## src/rtl/i2s_pkg.sv

```systemverilog
// Shared constants and types for the I2S transmitter.
// Frame geometry is fixed at 2 x 32-bit slots carrying 16-bit samples.
package i2s_pkg;

    localparam int SAMPLE_BITS    = 16;
    localparam int SLOT_BITS      = 32;
    localparam int FRAME_BITS     = 64;
    localparam int POS_BITS       = 6;
    localparam int DATA_START_POS = 33;
    localparam int DATA_END_POS   = 48;

    typedef enum logic {
        IDLE,
        RUN
    } state_t;

endpackage

```

## src/rtl/i2s_clkgen.sv

```systemverilog
// Serial clock divider: toggles sck every CLK_DIV clks while run is high.
// rise/fall mark the clk on whose edge sck changes.
module i2s_clkgen #(
    parameter int CLK_DIV = 16
) (
    input  logic clk,
    input  logic rst_n,
    input  logic run,
    output logic sck,
    output logic rise,
    output logic fall
);

    localparam logic [7:0] TC = 8'(CLK_DIV - 1);

    logic [7:0] div;
    logic       tc;

    assign tc   = run && (div == TC);
    assign rise = tc & ~sck;
    assign fall = tc & sck;

    always_ff @(posedge clk or negedge rst_n) begin
        if (!rst_n) begin
            div <= '0;
            sck <= 1'b0;
        end else if (!run) begin
            div <= '0;
            sck <= 1'b0;
        end else if (tc) begin
            div <= '0;
            sck <= ~sck;
        end else begin
            div <= div + 8'd1;
        end
    end

endmodule

```

## src/rtl/i2s_tx.sv

```systemverilog
// I2S transmitter: one 16-bit word per frame, sent in the right slot
// with the one-bit I2S delay; left slot and padding are zero.
module i2s_tx
    import i2s_pkg::*;
#(
    parameter int CLK_DIV = 16
) (
    input  logic                   clk,
    input  logic                   rst_n,
    input  logic                   en,
    input  logic [SAMPLE_BITS-1:0] din,
    input  logic                   din_vld,
    output logic                   din_rdy,
    output logic                   sck,
    output logic                   ws,
    output logic                   sd,
    output logic                   underrun
);

    localparam logic [POS_BITS-1:0] LOAD_POS  = POS_BITS'(SLOT_BITS);
    localparam logic [POS_BITS-1:0] FIRST_POS = POS_BITS'(DATA_START_POS);
    localparam logic [POS_BITS-1:0] LAST_POS  = POS_BITS'(DATA_END_POS);
    localparam logic [POS_BITS-1:0] END_POS   = POS_BITS'(FRAME_BITS - 1);

    state_t                 state;
    logic [POS_BITS-1:0]    pos;
    logic [POS_BITS-1:0]    pos_n;
    logic [SAMPLE_BITS-1:0] hold;
    logic [SAMPLE_BITS-1:0] shreg;
    logic                   hold_full;
    logic                   accept;
    logic                   in_data;
    logic                   run;
    logic                   fall;
    logic                   rise_unused;

    assign run     = (state == RUN);
    assign accept  = din_vld & ~hold_full;
    assign pos_n   = pos + 6'd1;
    assign in_data = (pos_n >= FIRST_POS) && (pos_n <= LAST_POS);
    assign din_rdy = ~hold_full;

    i2s_clkgen #(
        .CLK_DIV(CLK_DIV)
    ) u_clkgen (
        .clk  (clk),
        .rst_n(rst_n),
        .run  (run),
        .sck  (sck),
        .rise (rise_unused),
        .fall (fall)
    );

    always_ff @(posedge clk or negedge rst_n) begin
        if (!rst_n) begin
            state     <= IDLE;
            pos       <= '0;
            ws        <= 1'b0;
            sd        <= 1'b0;
            hold      <= '0;
            hold_full <= 1'b0;
            shreg     <= '0;
            underrun  <= 1'b0;
        end else begin
            underrun <= 1'b0;
            if (accept) begin
                hold      <= din;
                hold_full <= 1'b1;
            end
            unique case (state)
                IDLE: begin
                    pos <= '0;
                    ws  <= 1'b0;
                    sd  <= 1'b0;
                    if (en) state <= RUN;
                end
                RUN: begin
                    if (fall) begin
                        // Stopping only at the frame wrap keeps frames whole
                        if (pos == END_POS && !en) begin
                            state <= IDLE;
                            pos   <= '0;
                            ws    <= 1'b0;
                            sd    <= 1'b0;
                        end else begin
                            pos <= pos_n;
                            ws  <= pos_n[POS_BITS-1];
                            sd  <= 1'b0;
                            if (pos_n == LOAD_POS) begin
                                if (hold_full) begin
                                    shreg     <= hold;
                                    hold_full <= 1'b0;
                                end else begin
                                    shreg    <= '0;
                                    underrun <= 1'b1;
                                end
                            end else if (in_data) begin
                                sd    <= shreg[SAMPLE_BITS-1];
                                shreg <= {shreg[SAMPLE_BITS-2:0], 1'b0};
                            end
                        end
                    end
                end
            endcase
        end
    end

endmodule

```

## config.mk

```make
export PLATFORM = sky130hd
export DESIGN_NAME = i2s_tx
export DESIGN_NICKNAME = d
export VERILOG_FILES = /design/src/rtl/i2s_pkg.sv /design/src/rtl/i2s_clkgen.sv /design/src/rtl/i2s_tx.sv
export SDC_FILE = /design/constraint.sdc
export NUM_CORES = 1
export LEC_CHECK = 0
export CORE_AREA = 4 4 71 73
export CTS_CLUSTER_DIAMETER = 80
export CTS_CLUSTER_SIZE = 20
export DETAILED_ROUTE_END_ITERATION = 8
export DIE_AREA = 0 0 75 77
export MAX_ROUTING_LAYER = met4
export PLACE_DENSITY = 0.9
export SKIP_LAST_GASP = 1
export SLEW_MARGIN = 20
export SYNTH_ARGS = -nofsm -noshare
export SYNTH_HDL_FRONTEND = slang
export SYNTH_SLANG_ARGS = --single-unit
```

## constraint.sdc

```tcl
create_clock -name clk -period 6 [get_ports clk]
set_input_delay 1.2 -clock clk [delete_from_list [all_inputs] [get_ports clk]]
set_output_delay 1.2 -clock clk [all_outputs]
set_load 0.01 [all_outputs]
```

# Word level (Yosys, flattened, before mapping)
# Cells that the tools add are included.
dict set report totals {
  mem_bits_rw 0
  register_bits 52
  latch_bits 0
  rom_bits 0
  n_memories 0
}
dict set report classes {
  div 0
  n_eq_ne 5
  magnitude_cmp 2
  n_shift 0
  bitwise 6
  n_addsub 2
  mux 33
  n_mul 0
  n_reduce_logical 6
}
# op n
set ops {}
lappend ops {{16-bit two-way mux} 3}
lappend ops {{1-bit two-way mux} 22}
lappend ops {{8-bit two-way mux} 2}
lappend ops {{6-bit == test (second input constant)} 2}
lappend ops {{6-bit two-way mux} 2}
lappend ops {{6-bit one-hot mux with 2 select lines} 1}
lappend ops {{8-bit by 1-bit adder with 8-bit output (second input constant)} 1}
lappend ops {{8-bit by 4-bit == test with 1-bit output (second input constant)} 1}
lappend ops {{6-bit by 1-bit adder with 6-bit output (second input constant)} 1}
lappend ops {{6-bit >= comparator (second input constant)} 1}
lappend ops {{6-bit <= comparator (second input constant)} 1}
lappend ops {{1-bit one-hot mux with 2 select lines} 3}
lappend ops {{2-bit by 1-bit != test with 1-bit output (second input constant)} 2}
lappend ops {{1-bit inverter} 4}
lappend ops {{4-bit AND reduction} 1}
lappend ops {{1-bit logical AND} 3}
lappend ops {{1-bit AND} 2}
lappend ops {{2-bit nonzero test} 1}
lappend ops {{1-bit logical NOT} 1}

# Logic depth before layout (Yosys ltp)
dict set report logic_depth {
  word_depth 8
  depth_mapped 9
  depth_no_buf 7
}

# Hierarchy
# A second synthesis with hierarchy kept.
dict set report unflattened {
  hier_cells 243
  area_unflattened_um2 2585.0
}
# mod n_inst area_each_um2 cells_per_inst seq_area_each_um2
set modules_own_cells {}
lappend modules_own_cells {i2s_tx 1 2138.3 197 1051.0}
lappend modules_own_cells {i2s_clkgen 1 446.7 46 225.2}

# Worst setup path after synthesis
# OpenSTA, ideal clock, no wires.
dict set report synth_path {
  kind {input to register}
  from {in din_vld}
  to {reg hold[10]}
  setup_ps 125
  arrival_ps 2303
  cell_stages 4
  slack_ps 3573
  cell_sequence {nor2b_1 clkbuf_1 buf_1 mux2_2}
}
dict set report synth_via {
  elab_chain_cells 1
}
# item line_no
set synth_rtl {}
lappend synth_rtl {{start, declared} i2s_tx.sv:12} ;# input logic din_vld,
lappend synth_rtl {{1-bit AND} i2s_tx.sv:38} ;# assign accept = din_vld & ~hold_full;
lappend synth_rtl {{end signal, assigned} i2s_tx.sv:67} ;# hold <= din;
lappend synth_rtl {{end, declared} i2s_tx.sv:28} ;# logic [SAMPLE_BITS-1:0] hold;
# No other way between the ends.
# A chain may end at the register's enable or synchronous reset.

# Final worst setup path
dict set report layout_path {
  from {reg u_clkgen.div[6]}
  to {reg shreg[3]}
}
dict set report layout_via {
  elab_chain_cells 4
}
# item line_no
set layout_rtl {}
lappend layout_rtl {{start, declared} i2s_clkgen.sv:16} ;# logic [7:0] div;
lappend layout_rtl {{start signal, assigned} i2s_clkgen.sv:34} ;# div <= div + 8'd1;
lappend layout_rtl {{8-bit by 4-bit == test with 1-bit output} i2s_clkgen.sv:19} ;# assign tc = run && (div == TC);
lappend layout_rtl {{1-bit logical AND} i2s_clkgen.sv:19}
lappend layout_rtl {{1-bit AND} i2s_clkgen.sv:21} ;# assign fall = tc & sck;
lappend layout_rtl {{4-bit AND reduction (no line)} --}
lappend layout_rtl {{end signal, assigned} i2s_tx.sv:91} ;# shreg <= hold;
lappend layout_rtl {{end signal, assigned} i2s_tx.sv:99} ;# shreg <= {shreg[SAMPLE_BITS-2:0], 1'b0};
lappend layout_rtl {{end, declared} i2s_tx.sv:29} ;# logic [SAMPLE_BITS-1:0] shreg;
# No other way between the ends.

==> impl_metrics.env <==
export IMPL_grt_pass1_wl_mm=8.54
export IMPL_insertedDiodeCount=0
export IMPL_grt_busiest_layer="met2"
export IMPL_hold_violations=0
export IMPL_gp_congestion=0.863
export IMPL_fmax_mhz=336
export IMPL_cts_root_buf="clkbuf_8"
export IMPL_slew_violations=0
export IMPL_max_cap_violations=0
export IMPL_antenna_found_initial=0
export IMPL_drt_iter0_drc=170
export IMPL_fillers=304
export IMPL_initial_core_util_pct=55.8
export IMPL_leakage_nw=1.12
export IMPL_floorplan_rows=24
export IMPL_synth_distinct_cells=41
export IMPL_rrSetupSlack_ns=3.03
export IMPL_r2r_start="u_clkgen.div[6]"
export IMPL_reg2regPathDepth=6
export IMPL_htreeDepth=2
export IMPL_worst_pin_slew_ns=0.963
export IMPL_met3_usage_pct=4.18
export IMPL_path_clk_slew_ns=0.09
export IMPL_layout_drive_gt1_share_pct=12.5
export IMPL_die_area_um2=5780
export IMPL_vdd_drop_max_uv=201
export IMPL_drcViolationCount=0
export IMPL_via_per_inst=6.09
export IMPL_ys_ff_latch=51
export IMPL_syn_area_per_cell_um2=10.3
export IMPL_min_to="u_clkgen.div[0]"
export IMPL_switching_share_pct=25.3
export IMPL_cts_resized_gates=0
export IMPL_ant_nets=0
export IMPL_syn_area_um2=2430
export IMPL_yosys_warnings=0
export IMPL_clock_sinks=51
export IMPL_grt_max_degree=52
export IMPL_status="finished clean"
export IMPL_chipHeight_um=77
export IMPL_io_pins=25
export IMPL_power_frac_clock_pct=27.1
export IMPL_final_cell_mix="dfrtp_1 (51), nor2_1 (30), clkdlybuf4s50_1 (23), nand3_1 (22), o21ai_0 (20)"
export IMPL_critPathKind="register to register"
export IMPL_critPathArrivalTime_ns=3.20
export IMPL_hold_depth=1
export IMPL_dr_pass1_iters=4
export IMPL_cp_required_ns=6.23
export IMPL_cts_setup_buffers=0
export IMPL_setup_viol=0
export IMPL_cts_tree="yes"
export IMPL_fin_tns_setup_ns=0
export IMPL_fin_crit_sh_pct=49.6
export IMPL_critPathMaxFanout=32
export IMPL_fin_crit_ns=2.97
export IMPL_relSlewSlack_pct=35.6
export IMPL_numCtsBuffers=5
export IMPL_die_x_um=75
export IMPL_hold_class="register to register"
export IMPL_p_per_area_nw_per_um2=259
export IMPL_area_growth_pct=13.2
export IMPL_grt_pass1_vias=1823
export IMPL_synthArstFlopShare_pct=100
export IMPL_ys_flop_type="dfrtp_1"
export IMPL_io_buffers=24
export IMPL_vias=1869
export IMPL_rsz0062_at_grt="no"
export IMPL_pwr_share_comb_pct=12.4
export IMPL_hold_start="u_clkgen.div[0]"
export IMPL_p_int_w=0.000532
export IMPL_wl_per_cell_um=16.2
export IMPL_clock_latency_ns=0.31
export IMPL_syn_num_nets=260
export IMPL_grt_overflow=0
export IMPL_fin_hold_ws_ns=0.499
export IMPL_cts_hold_buf=0
export IMPL_post_dp_hpwl_mm=3.39
export IMPL_grtUsageTotal_pct=19.5
export IMPL_grt_util_met2_pct=31.0
export IMPL_totalWireLength_mm=4.97
export IMPL_critPathLaunchType="register"
export IMPL_met1_usage_pct=24.2
export IMPL_syn_inst=236
export IMPL_cts_buffer_depth=2
export IMPL_endpoint_kind="register"
export IMPL_nets=278
export IMPL_switching_power_w=0.000181
export IMPL_fin_util_pct=63.2
export IMPL_core_area_um2=4350
export IMPL_p_seq_share_pct=60.5
export IMPL_layout_commonest_cell="dfrtp_1"
export IMPL_ys_seq_area_share_pct=52.5
export IMPL_skew_ns=0.0154
export IMPL_timing_rr_end="shreg[3]"
export IMPL_synth_edff_count=0
==> cells by family after synthesis <==
logic type	after synthesis	share of synthesized area [%]
buf+inv	21	3.96
flops	51	52.5
xor+xnor	10	3.60
simple gates	81	15.8
mux	17	7.83
compound gates	52	14.2
fa+ha+maj	4	2.06
==> critical path, stage by stage, from the launching register on <==
cell and delay [ns]:
dfrtp_1 0.42, nor4_1 0.49, nand3_1 0.46, a2111oi_2 0.51, a21boi_4 0.69, nor2_1 0.10, a31oi_1 0.20
==> registers in the layout, summed over array words and instances (netlist names) <==
| name | flops |
|---|---|
| underrun | 1 |
| u_clkgen.div | 8 |
| run | 1 |
| hold_full | 1 |
| sd | 1 |
| shreg | 16 |
| hold | 16 |
| pos | 6 |
| u_clkgen.sck | 1 |
==> through the flow <==
stage	total power [W]	cell area [um^2]	worst slack, ns	instances
5_1_grt	0.000747	2750	2.67	307
3_3_place_gp	0.000515	2670	2.93	299
4_1_cts	0.000714	2750	3.03	307
3_5_place_dp	0.000527	2670	2.82	299
6_report	0.000713	2750	3.03	307
2_1_floorplan	0.000483	2430	3.57	236
==> synthesized netlist by cell type, types with 2 or more instances <==
| master | n | area [um^2] |
|---|---|---|
| dfrtp_1 | 51 | 1280 |
| nor2_1 | 30 | 113 |
| nand3_1 | 22 | 110 |
| o21ai_0 | 20 | 100 |
| mux2_2 | 16 | 180 |
| a31oi_1 | 15 | 93.8 |
| clkbuf_1 | 9 | 33.8 |
| nand2_1 | 9 | 33.8 |
| inv_1 | 7 | 26.3 |
| xor2_1 | 6 | 52.6 |
| nor3_1 | 5 | 25.0 |
| a21oi_1 | 4 | 20.0 |
| ha_1 | 4 | 50.1 |
| xnor2_1 | 4 | 35.0 |
| and2_1 | 2 | 12.5 |
| and3_1 | 2 | 12.5 |
| buf_2 | 2 | 10.0 |
| buf_6 | 2 | 22.5 |
| nand4_1 | 2 | 12.5 |
| or2_2 | 2 | 12.5 |
| or3_1 | 2 | 12.5 |
==> final cells by class <==
type	count	area [um^2]	share of cell area, %
clock buffer	7	76.3	2.77
clock inverter	1	5.00	0.182
inverter	7	26.3	0.955
multi-input combinational	164	1060	38.4
sequential	51	1280	46.4
tap	52	65.1	2.36
timing repair buffer	25	245	8.91
==> routing by layer <==
layer	share of wire, %	up-vias
met2	51	41
li1	-	873
met4	2.1	0
met5	0	-
met3	3.1	10
met1	44	945
==> how the worst max path moves through the flow <==
stage / startpoint / endpoint / slack (ns) / depth (start not counted)
detailed placement: en / shreg[3] / 2.82 / 6
floorplan: din_vld / hold[10] / 3.57 / 4
global placement: en / shreg[0] / 2.93 / 6
global route: u_clkgen.div[6] / shreg[12] / 2.67 / 6
finish: u_clkgen.div[6] / shreg[3] / 3.03 / 6
CTS: u_clkgen.div[6] / shreg[3] / 3.03 / 6
==> power groups by stage <==
stage,clock (W),combinational [W],sequential [W]
final,0.000193,0.0000884,0.000431
after detailed placement,0,0.0000893,0.000438
after global routing,0.000211,0.0000992,0.000436
after floorplan,0,0.0000610,0.000422
after global placement,0,0.0000828,0.000432
after CTS,0.000194,0.0000897,0.000431
No activity file was read; power rests on OpenSTA's default activity.
